--- src/rtl/operand_latch.sv ---
// Captures two 4-bit operands from the switches on a debounced KEY1 press.
// One capture and one valid pulse happen per debounced press/release cycle.
module operand_latch #(
    parameter int DEBOUNCE_CYCLES = 500000
) (
    input  logic       MAX10_CLK1_50,
    input  logic       KEY0,
    input  logic       KEY1,
    input  logic [7:0] SW,
    output logic [3:0] X,
    output logic [3:0] Y,
    output logic       valid,
    output logic       busy,
    output logic [3:0] capture_count
);

    localparam logic [19:0] CNT_LAST = 20'(DEBOUNCE_CYCLES - 1);

    typedef enum logic [1:0] {
        IDLE       = 2'd0,
        DB_PRESS   = 2'd1,
        HELD       = 2'd2,
        DB_RELEASE = 2'd3
    } state_t;

    state_t      state_reg, state_next;
    logic [19:0] cnt_reg, cnt_next;
    logic        capture;
    logic        key_meta_reg, key_s;
    logic [7:0]  sw_meta_reg, sw_s;
    logic [3:0]  x_reg, y_reg, count_reg;
    logic        valid_reg;

    // Key idles high, so its synchronizer resets to 1 to avoid a false press.
    always_ff @(posedge MAX10_CLK1_50 or negedge KEY0) begin
        if (!KEY0) begin
            key_meta_reg <= 1'b1;
            key_s        <= 1'b1;
        end else begin
            key_meta_reg <= KEY1;
            key_s        <= key_meta_reg;
        end
    end

    genvar gi;
    generate
        for (gi = 0; gi < 8; gi++) begin : g_sw_sync
            always_ff @(posedge MAX10_CLK1_50 or negedge KEY0) begin
                if (!KEY0) begin
                    sw_meta_reg[gi] <= 1'b0;
                    sw_s[gi]        <= 1'b0;
                end else begin
                    sw_meta_reg[gi] <= SW[gi];
                    sw_s[gi]        <= sw_meta_reg[gi];
                end
            end
        end
    endgenerate

    always_ff @(posedge MAX10_CLK1_50 or negedge KEY0) begin
        if (!KEY0) begin
            state_reg <= IDLE;
            cnt_reg   <= '0;
        end else begin
            state_reg <= state_next;
            cnt_reg   <= cnt_next;
        end
    end

    always_comb begin
        state_next = state_reg;
        cnt_next   = cnt_reg;
        capture    = 1'b0;
        case (state_reg)
            IDLE: begin
                if (!key_s) begin
                    state_next = DB_PRESS;
                    cnt_next   = '0;
                end
            end
            DB_PRESS: begin
                if (key_s) begin
                    state_next = IDLE;
                    cnt_next   = '0;
                end else if (cnt_reg == CNT_LAST) begin
                    state_next = HELD;
                    cnt_next   = '0;
                    capture    = 1'b1;
                end else begin
                    cnt_next = cnt_reg + 20'd1;
                end
            end
            HELD: begin
                if (key_s) begin
                    state_next = DB_RELEASE;
                    cnt_next   = '0;
                end
            end
            DB_RELEASE: begin
                if (!key_s) begin
                    state_next = HELD;
                    cnt_next   = '0;
                end else if (cnt_reg == CNT_LAST) begin
                    state_next = IDLE;
                    cnt_next   = '0;
                end else begin
                    cnt_next = cnt_reg + 20'd1;
                end
            end
            default: begin
                state_next = IDLE;
                cnt_next   = '0;
            end
        endcase
    end

    always_ff @(posedge MAX10_CLK1_50 or negedge KEY0) begin
        if (!KEY0) begin
            x_reg     <= '0;
            y_reg     <= '0;
            count_reg <= '0;
            valid_reg <= 1'b0;
        end else begin
            valid_reg <= capture;
            if (capture) begin
                x_reg     <= sw_s[3:0];
                y_reg     <= sw_s[7:4];
                count_reg <= count_reg + 4'd1;
            end
        end
    end

    assign X             = x_reg;
    assign Y             = y_reg;
    assign valid         = valid_reg;
    assign capture_count = count_reg;
    assign busy          = (state_reg != IDLE);

endmodule

--- config.mk ---
export PLATFORM = sky130hd
export DESIGN_NAME = operand_latch
export DESIGN_NICKNAME = d
export VERILOG_FILES = /design/src/rtl/operand_latch.sv
export SDC_FILE = /design/constraint.sdc
export NUM_CORES = 1
export LEC_CHECK = 0
export ABC_CLOCK_PERIOD_IN_PS = 2700
export BUFFER_PORTS_ARGS = -buffer_cell sky130_fd_sc_hd__clkbuf_2
export CORE_MARGIN = 1.5
export CORE_UTILIZATION = 45
export CTS_CLUSTER_SIZE = 12
export DETAILED_ROUTE_END_ITERATION = 10
export GPL_TIMING_DRIVEN = 0
export PLACE_DENSITY = 0.64
export SLEW_MARGIN = 40
export SYNTH_ARGS = -nofsm -noshare
export SYNTH_HDL_FRONTEND = slang
export SYNTH_SLANG_ARGS = --single-unit
export TNS_END_PERCENT = 100
--- constraint.sdc ---
create_clock -name MAX10_CLK1_50 -period 2.7 [get_ports MAX10_CLK1_50]
set_clock_uncertainty 0.15 [all_clocks]
set_input_delay 0 -clock MAX10_CLK1_50 [delete_from_list [all_inputs] [get_ports MAX10_CLK1_50]]
set_output_delay 0 -clock MAX10_CLK1_50 [all_outputs]
set_load 0.03 [all_outputs]
* Word level (Yosys, flattened, before mapping)
Index checks and enable logic that the tools add are counted.
Cells by class: reduce and logical (&&, ||, !) cells 4, $add $sub $neg 2, muxes and demuxes 16, eq/ne operators 8
Operator list (number):
- $mux W20 | 5
- $pmux W20 S4 | 1
- $add A20 B1 Y20 const B | 1
- $eq A20 B19 Y1 const B | 1
- $mux W2 | 6
- $pmux W2 S4 | 1
- $ne A3 B3 Y1 const B | 2
- $add A4 B1 Y4 const B | 1
- $eq A2 B2 Y1 const B | 2
- $ne A2 B2 Y1 const B | 2
- $reduce_and A4 Y1 | 1
- $mux W1 | 3
- $eq A2 B1 Y1 const B | 1
- $logic_not A2 Y1 | 1
- $reduce_and A2 Y1 | 1
- $reduce_bool A2 Y1 | 1
Storage, ports and cells: bits of input ports 11, word-level logic and storage cells 54, register bits after elaboration 53, output and inout bits 14

* Depth between registers and ports, before layout
depth in word-level cells 4, gate-level depth with buffers 7, depth with buffers taken out 6

* Least setup slack after synthesis
OpenSTA, ideal clock, no wires.
path type reg-to-reg, from register cnt_reg[0], to register x_reg[1], in the netlist X[1], setup time 125 ps, stages on the path, launching flop included 7, period minus slack after synthesis 1993 ps, data arrival time 1718 ps, slack 707 ps, data required time 2425 ps, cells stage by stage dfrtp_1 > ha_1 > nand4_2 > nor4_4 > and4_4 > buf_12 > mux2_2
On the way: cells in the longest elaborated chain, start to end 4
Ends and longest elaborated chain:
- start, declared | RTL line 27 | logic [19:0] cnt_reg, cnt_next;
- start signal, assigned | RTL line 66 | cnt_reg <= cnt_next;
- $eq A20 B19 Y1 | RTL line 85 | end else if (cnt_reg == CNT_LAST) begin
- $mux W1 | RTL line 85
- $mux W1 | RTL line 82 | if (key_s) begin
- $mux W1 | RTL line 74 | case (state_reg)
- end signal, assigned | RTL line 126 | x_reg <= sw_s[3:0];
- end, declared | RTL line 31 | logic [3:0] x_reg, y_reg, count_reg;
Every way passes these cells. A chain may end at the register's enable or synchronous reset.

* Worst setup path after layout
from register cnt_reg[0], to register x_reg[3], in the netlist X[3]
Same word-level chain as after synthesis.

==> results by group <==
Status
  • Outcome: completed

Clock tree
  • Htree depth: 2
  • CTS tree: done
  • Post-CTS setup buffers: 0
  • Clk sink count: 53
  • Clock Latency Late Sink: 0.31 ns
  • Worst-case clock buffer depth: 2
  • PostCTS Resize Cnt: 0
  • TritonCTS Buffers: 5
  • CTS Root Cell: clkbuf_8
  • Clock Pin Slew Worst Setup and Hold Paths: 0.10 ns

Synthesis
  • Seq cells post-synth: 53
  • Area leader, netlist: dfrtp_1
  • Most numerous cell in the Yosys netlist: dfrtp_1
  • Simple-Gate Fraction of Synth Area: 18.2%
  • Combinational family with the most area after synthesis: simple AND/OR/NAND/NOR gates
  • Main synth FF type: dfrtp_1
  • Sequential element share of the synthesized area: 60.3%
  • Post-synth EDFFs: 0
  • Area contributors post-synth: dfrtp_1 58%, mux2_2 4.6%, xor2_1 3.6%
  • Yosys warns: 0
  • Synth Cell Area: 0.00220 mm^2
  • Post-synthesis mux area share: 5.06%
  • Synthesized area per cell: 12.3 um^2
  • Adder-Cell Fraction of Synth Area: 1.14%
  • Synth cell types: 38
  • Post-synth top cells: 51 x dfrtp_1, 17 x nor2_1, 14 x nand2_1, 14 x o21ai_0
  • Syn Nets: 192
  • XOR/XNOR Fraction of Synth Area: 6.25%
  • Top-area cell type share of the netlist area: 58.0%
  • Synthesized instance count: 179
  • Compound-cell area share of the yosys netlist: 6.87%
  • Ys async rst share: 100%

STA
  • Fmax: 431 MHz
  • Relative slew slack: 54.0%
  • Fin crit period: 2.32 ns
  • Final worst slack: 0.377 ns
  • Period utilization: 86.0%
  • RSZ-0062 raised after global routing: no
  • # setup viols final: 0
  • Final hold violation count: 0
  • Setup TNS: 0 ns
  • Measured slew at the worst slew-check pin: 0.690 ns
  • Max-slew violations: 0

Route
  • DR iter-0 viols: 190
  • Routed Antenna Nets: 0
  • Drt first pass iters: 4
  • DRC Markers: 0
  • Routed length per instance: 14.3 um
  • Vias per cell: 5.28
  • Wirelength, routed: 4120 um
  • Vias post-DR: 1,522

Placement
  • Place WS: 0.452 ns
  • DP HPWL: 2850 um
  • Routability congestion estimate from global placement: 0.793
  • Input/output buffers: 24

Critical path
  • Reg2reg path depth: 6
  • Worst EP arrival: 2.36 ns
  • Worst path required time: 2.74 ns
  • Worst r2r dst: X[3]
  • Critical Path Source Type: flip-flop
  • Crit Path Max Fanout: 10
  • R2R Setup Slk: 0.38 ns
  • Worst r2r src: cnt_reg[0]
  • CP Cell Sequence: ha_1 > nand4_2 > nor4_4 > and4_4 > buf_12 > mux2_2
  • Worst path top cell family by delay: simple AND/OR/NAND/NOR gates
  • Worst setup EP type: flip-flop
  • Max stage delay on crit path: 0.44 ns
  • Critical path's slowest cell: dfrtp_1
  • Kind of critical path: reg2reg
  • Crit path buf inv count: 1

Floorplan
  • Die ar.: 0.00532 mm^2
  • Core Area: 0.00472 mm^2
  • Die Width: 73.0 um
  • Io pins: 25
  • Row count: 25
  • DIE HEIGHT: 73.0 um
  • Initial Utilization: 46.6%

Finish
  • Multi-input logic area: 827 um^2
  • Final Net Count: 233
  • FILL cells: 408
  • Synthesis-to-layout area growth: 20.2%
  • Share of layout cells above drive strength 1: 25.3%
  • Max reg flops: 20
  • Register area: 0.00133 mm^2
  • # diodes: 0

Global route
  • Vias in the first global route: 1,577
  • First-pass GRT wire length: 7370 um
  • Largest net degree at the start of global routing: 54
  • GR Util All Layers: 18.4%
  • Initial antenna violation count: 0
  • Global route overflow: 0

Min path
  • Hold WC Path Type: in2async

Power
  • Net Switching: 0.000438 W
  • Seq pwr share: 50.3%
  • Power per Cell Area: 645 mW/mm^2
  • P_int: 0.00127 W
  • Logic pwr share: 12.5%
  • Sw Share: 25.7%
  • Leakage: 1.24 nW
  • Clock share of power: 37.2%
  • Worst vdd ir: 0.273 mV

Flow run
  • MaxCap Viol Count: 0
[per-stage QoR]
step	power (W)	std cells	instance area (um^2)	hold WS (ns)	utilization, %
global route	0.00179	288	2650	0.173	56.0
floorplan	0.000994	179	2200	-0.446	-
CTS	0.00173	288	2650	0.165	56.0
global placement	0.00106	270	2410	-0.0510	50.9
finish	0.00171	288	2650	0.144	56.0
detailed placement	0.00107	270	2410	-0.0521	51.0
[area by class of cell]
class | count | area share [%]
Inverter | 3 | 0.426
Multi-Input combinational cell | 119 | 31.3
Sequential cell | 53 | 50.2
Clock buffer | 5 | 2.60
Clock inverter | 3 | 2.60
Buffer | 4 | 1.32
Timing Repair Buffer | 34 | 8.42
Tap cell | 67 | 3.17
[routing by layer]
metal / wire length (um) / GRT usage, % / share of wire, %
met1: 1840 / 24.2 / 45
met2: 2010 / 29.2 / 49
met3: 206 / 3.31 / 5.0
met4: 76 / 9.43 / 1.8
met5: 0 / 0 / 0
[kinds of logic after synthesis]
logic type | count (synthesis)
and+or+nand+nor | 67
DFF | 53
AOI/OAI and AO/OA | 26
xor gates and xnor gates | 14
muxes | 10
buffers and inverters | 7
adders and majority gates | 2
[power groups by stage]
stage | logic, W | registers, W | clock network (W)
global placement | 0.000195 | 0.000869 | 0
detailed placement | 0.000200 | 0.000873 | 0
finish | 0.000213 | 0.000858 | 0.000636
global route | 0.000239 | 0.000864 | 0.000682
CTS | 0.000216 | 0.000858 | 0.000652
floorplan | 0.000131 | 0.000863 | 0
[cell usage in the layout (no fill, tap or decap), types with 2 or more instances in the layout]
cell           Yosys  final
mux2_2             9      9
clkbuf_2           0     23
dlygate4sd3_1      0     10
xnor2_2            2      2
nand4_1            6      6
ha_1               2      2
nor4b_1            3      3
and4_1             4      4
inv_1              3      3
dfrtp_1           51     51
clkbuf_1           2      2
dfstp_2            2      2
bufinv_16          0      2
xor2_1             9      9
clkbuf_4           1      2
a21oi_1            6      6
and3_1             2      2
nand3_1            8      8
nand2_1           14     14
clkbuf_8           0      5
or3_1              3      3
xnor2_1            3      3
nor2_1            17     17
o21ai_0           14     14
[repair_timing]
item,in CTS,in global routing
setup endpoints to repair,0,0
hold buffers,10,0
endpoints found under the hold margin,60,0
[worst max path at each step]
stage / startpoint / end / slack (ns) / depth (start not counted)
after floorplan: cnt_reg[0] / X[1] / 0.71 / 6
after global placement: cnt_reg[0] / Y[0] / 0.53 / 6
after detailed placement: cnt_reg[0] / cnt_reg[7] / 0.45 / 6
after CTS: cnt_reg[0] / Y[0] / 0.39 / 6
after global routing: cnt_reg[0] / cnt_reg[7] / 0.24 / 6
final: cnt_reg[0] / X[3] / 0.38 / 6
Power figures use the tool's default switching activity.
